### config.mk
export PLATFORM = sky130hd
export DESIGN_NAME = wb_reg_file
export DESIGN_NICKNAME = d
export VERILOG_FILES = /design/src/rtl/wb_reg_file.sv
export SDC_FILE = /design/constraint.sdc
export NUM_CORES = 2
export LEC_CHECK = 0
export ABC_AREA = 1
export CAP_MARGIN = 30
export CORE_ASPECT_RATIO = 1.2
export CORE_MARGIN = 2
export CORE_UTILIZATION = 39
export DETAILED_ROUTE_END_ITERATION = 16
export PLACE_DENSITY_LB_ADDON = 0.2
export SETUP_SLACK_MARGIN = 0.4
export SLEW_MARGIN = 20
export SYNTH_ARGS = -nofsm -noshare
export SYNTH_HDL_FRONTEND = slang
export SYNTH_SLANG_ARGS = --single-unit
### constraint.sdc
create_clock -name clk -period 3.75 [get_ports clk]
set_input_delay 0.5625 -clock clk [delete_from_list [all_inputs] [get_ports clk]]
set_output_delay 0.5625 -clock clk [all_outputs]
set_load 0.005 [all_outputs]
### src/rtl/wb_reg_file.sv
// wb_reg_file: GPR/FPR register files with WB write bypass and a pending-write issue scoreboard
module wb_reg_file #(
  parameter int REG_LEN  = 32,
  parameter int NUM_REGS = 32
) (
  input  logic               clk,
  input  logic               rst,
  input  logic               reg_write,
  input  logic [4:0]         rd_in,
  input  logic [REG_LEN-1:0] write_data,
  input  logic               f_reg_write,
  input  logic [4:0]         fd_in,
  input  logic [REG_LEN-1:0] f_write_data,
  input  logic [4:0]         rs,
  input  logic [4:0]         rt,
  output logic [REG_LEN-1:0] rs_data,
  output logic [REG_LEN-1:0] rt_data,
  input  logic [4:0]         fs,
  input  logic [4:0]         ft,
  output logic [REG_LEN-1:0] fs_data,
  output logic [REG_LEN-1:0] ft_data,
  input  logic               issue_valid,
  input  logic [3:0]         issue_src_mask,
  input  logic               issue_gdst_en,
  input  logic [4:0]         issue_gdst,
  input  logic               issue_fdst_en,
  input  logic [4:0]         issue_fdst,
  output logic               stall
);
  logic [REG_LEN-1:0]  gpr [NUM_REGS];
  logic [REG_LEN-1:0]  fpr [NUM_REGS];
  logic [NUM_REGS-1:0] gpend, fpend, gclr, fclr, gset, fset;
  logic                gwe, accept;
  assign gwe     = reg_write && rd_in != 5'd0;
  assign rs_data = (rs == 5'd0) ? '0 : (gwe && rd_in == rs) ? write_data : gpr[rs];
  assign rt_data = (rt == 5'd0) ? '0 : (gwe && rd_in == rt) ? write_data : gpr[rt];
  assign fs_data = (f_reg_write && fd_in == fs) ? f_write_data : fpr[fs];
  assign ft_data = (f_reg_write && fd_in == ft) ? f_write_data : fpr[ft];
  assign gclr    = NUM_REGS'(gwe) << rd_in;
  assign fclr    = NUM_REGS'(f_reg_write) << fd_in;
  assign stall   = issue_valid & ((issue_src_mask[0] & gpend[rs] & ~gclr[rs]) |
                                  (issue_src_mask[1] & gpend[rt] & ~gclr[rt]) |
                                  (issue_src_mask[2] & fpend[fs] & ~fclr[fs]) |
                                  (issue_src_mask[3] & fpend[ft] & ~fclr[ft]));
  assign accept  = issue_valid & ~stall;
  assign gset    = NUM_REGS'(accept && issue_gdst_en && issue_gdst != 5'd0) << issue_gdst;
  assign fset    = NUM_REGS'(accept && issue_fdst_en) << issue_fdst;
  always_ff @(posedge clk) begin
    if (rst) begin
      for (int i = 0; i < NUM_REGS; i++) begin
        gpr[i] <= '0;
        fpr[i] <= '0;
      end
      gpend <= '0;
      fpend <= '0;
    end else begin
      if (gwe) gpr[rd_in] <= write_data;
      if (f_reg_write) fpr[fd_in] <= f_write_data;
      gpend <= (gpend & ~gclr) | gset;
      fpend <= (fpend & ~fclr) | fset;
    end
  end
endmodule
==> summary.md <==
| Metric | Value |
|---|---|
| VDD IR max | `412 uV` |
| CP peak stage delay | `640 ps` |
| First-pass GRT wire length | `766,000 um` |
| Startpoint types | `flip-flop` |
| Worst path required time | `3190 ps` |
| Critical Path Fanout Max | `2` |
| Root buf cell | `clkbuf_16` |
| Most frequent cells in the layout | `nor2_1, edfxtp_1, o21ai_0` |
| Max Clock Skew | `20.4 ps` |
| CTS buffer count | `239` |
| Finished Core Util | `49.1%` |
| Vias in the first global route | `106,000` |
| Port Buffers | `243` |
| Post-synth EDFFs | `2,048` |
| Final min period | `3600 ps` |
| Post-synthesis xor/xnor area fraction | `0.0394%` |
| Portion of netlist area occupied by mux cells | `0%` |
| Largest net degree at the start of global routing | `109` |
| Chip width | `491 um` |
| Synth area leaders | `edfxtp_1, nor2_1, o21ai_0` |
| Mapped Avg Cell Area | `8.85 um2` |
| Fraction of the mapped netlist area in adder cells | `0%` |
| Slew HR | `28.4%` |
| Drt first-iter violations | `18,000` |
| Clock Latency Late Sink | `890 ps` |
| Synth Area in Simple Gates | `17.1%` |
| Post-synthesis sequential area ratio | `56.5%` |
| Fin. Hold Viols | `0` |
| Crit-path slowest cell | `o211ai_1` |
| Distinct cells, synth | `47` |
| Wirelength, routed | `555,000 um` |
| Drt first pass iters | `9` |
| Post-Syn Area | `111,000 um2` |
| Most common cell after layout, fill and taps aside | `nor2_1` |
| Synth Area in Compound Gates | `20.5%` |
| Share of layout cells above drive strength 1 | `16.8%` |
| Status | `finished clean` |
| Core footprint | `283,000 um2` |
| Setup Viol. Count Final | `0` |
| Register bit total from synthesis | `2,112` |
| Gr usage total | `36.4%` |
| DRC errors left | `0` |
| Max Clk Rate | `278 MHz` |
| CTS sink cnt | `2,112` |
| Clock slew at reported path FFs | `60 ps` |
| Worst EP arrival | `3040 ps` |
| DR vias | `111,000` |
| Area Overhead vs Synth | `25.2%` |
| Critical path class | `flip-flop to primary output` |
| Die Ht | `589 um` |
| Avg Vias per Cell | `6.52` |
| Initial antenna violation count | `15` |
| Hold_buf cts | `0` |
| Setup repair after global routing missed its margin | `yes` |
| GPL Wtd Cong | `0.961` |
| Power per Cell Area | `447 nW/um2` |
| Mapped Cells | `12,500` |
| Cell Rows | `214` |
| Final HPWL DP | `337,000 um` |
| Leading area contributor after synthesis | `edfxtp_1` |
| Total grt overflow | `0` |
| CP cell instances | `o21ai_0, o22ai_1, o211ai_1, nand3_2, o31ai_4, buf_6, a21oi_2, buf_2` |
| Top Ports | `244` |
| Fraction of registers with async set/reset | `0%` |
| Full die area | `289,000 um2` |
| Max_cap viols | `0` |
| WL per Instance | `32.5 um` |
| Total power | `62,200 uW` |
| Final Cycle Share | `96.1%` |
| Routed Antenna Nets | `0` |
| Leakage | `0.0515 uW` |
| Post-synth top area share | `55.4%` |
| Final Hold Slack | `247 ps` |
| Slew @ Worst Pin | `1070 ps` |
| Most used DFF post-synth | `edfxtp_1` |
| Worst Hold Class | `input port to flip-flop` |
| Clock buffer depth | `4` |
| CP endpoint kind | `primary output` |
| Initial Util | `39.2%` |
| CTS tree | `built` |
| Largest family of logic cells by synthesized area | `compound AO/OA/AOI/OAI gates` |
| H-tree levels | `4` |
| Slew Limit Fails | `0` |
| Nets@finish | `13,200` |
| Synth Warn # | `0` |
-- area by class of cell --
class,instances,area [um2]
Timing Repair Buffer,1566,17800
Clock inverter,146,1420
Fill cell,26200,144000
Inverter,368,1550
Multi-Input combinational cell,8817,44500
Tap cell,3780,4730
Antenna cell,9,22.5
Sequential cell,2112,62800
Timing Repair inverter,2,20.0
Clock buffer,288,6310
-- sequential cells by signal, summed over array words and instances (netlist names) --
| name | count |
|---|---|
| gpend | 32 |
| fpr | 1024 |
| fpend | 32 |
| gpr | 1024 |
-- worst max-delay path, delay by kind of cell, from the launching register on --
kind | cells | cell delay [ps]
buffers and inverters | 2 | 280
AO/OA/AOI/OAI | 5 | 1140
flip-flops | 1 | 390
AND/OR/NAND/NOR | 1 | 340
-- power breakdown --
group          leakage (uW)  switching [uW]  internal (uW)
registers            0.0200             664          27100
logic                0.0277            6850           3560
clock network       0.00378           10200          13800
-- logic make-up after synthesis --
group,after synthesis
xor gates and xnor gates,5
DFF,2112
and+or+nand+nor,4852
buffers and inverters,1651
AOI/OAI and AO/OA,3928
other,1
-- path summary, 6_finish.rpt --
check	start	to	slack [ps]	depth (start not counted)
min reg2reg	gpend[0]	gpend[0]	450	2
max	gpr[13][30]	rs_data[30]	150	8
min	rst	fpend[29]	250	4
max reg2reg	fpend[30]	fpend[19]	1430	16
-- per-stage QoR --
| stage | cells | setup TNS [ps] | setup WS [ps] | cell area, um2 |
|---|---|---|---|---|
| 2_1_floorplan | 12600 | 0 | 859 | 111000 |
| 5_1_grt | 17100 | 0 | 60.5 | 139000 |
| 4_1_cts | 17000 | 0 | 133 | 137000 |
| 3_5_place_dp | 16400 | -4970 | -530 | 125000 |
| 3_3_place_gp | 16400 | -5580 | -517 | 125000 |
| 6_report | 17100 | 0 | 148 | 139000 |
-- cells in the mapped netlist, drive strengths merged (26+ instances only) --
master      n
a221oi     44
clkinv     40
nor3       29
a22oi     128
edfxtp   2048
o21ai    1945
clkbuf   1022
o22ai     725
nand2     631
o211ai    174
o221ai    165
buf       261
o211a      26
o2111ai    35
a21oi     574
nand4      49
nor2     3805
dfxtp      64
inv       328
nand3     336
-- routing by layer --
metal | vias to the layer above | wire, um | global-route usage, %
met1 | 53600 | 187000 | 43.3
met2 | 9509 | 249000 | 57.6
met5 | - | 112 | 0
met3 | 2496 | 70100 | 8.41
met4 | 12 | 49200 | 26.7
li1 | 45800 | - | -
-- timing repair --
item | CTS | global route
endpoints found under the setup margin | 129 | 120
resized for setup | 704 | 421
gates cloned | 28 | 23
pin swaps | 215 | 208
buffers inserted | 79 | 91
(Power assumes the default switching activity.)
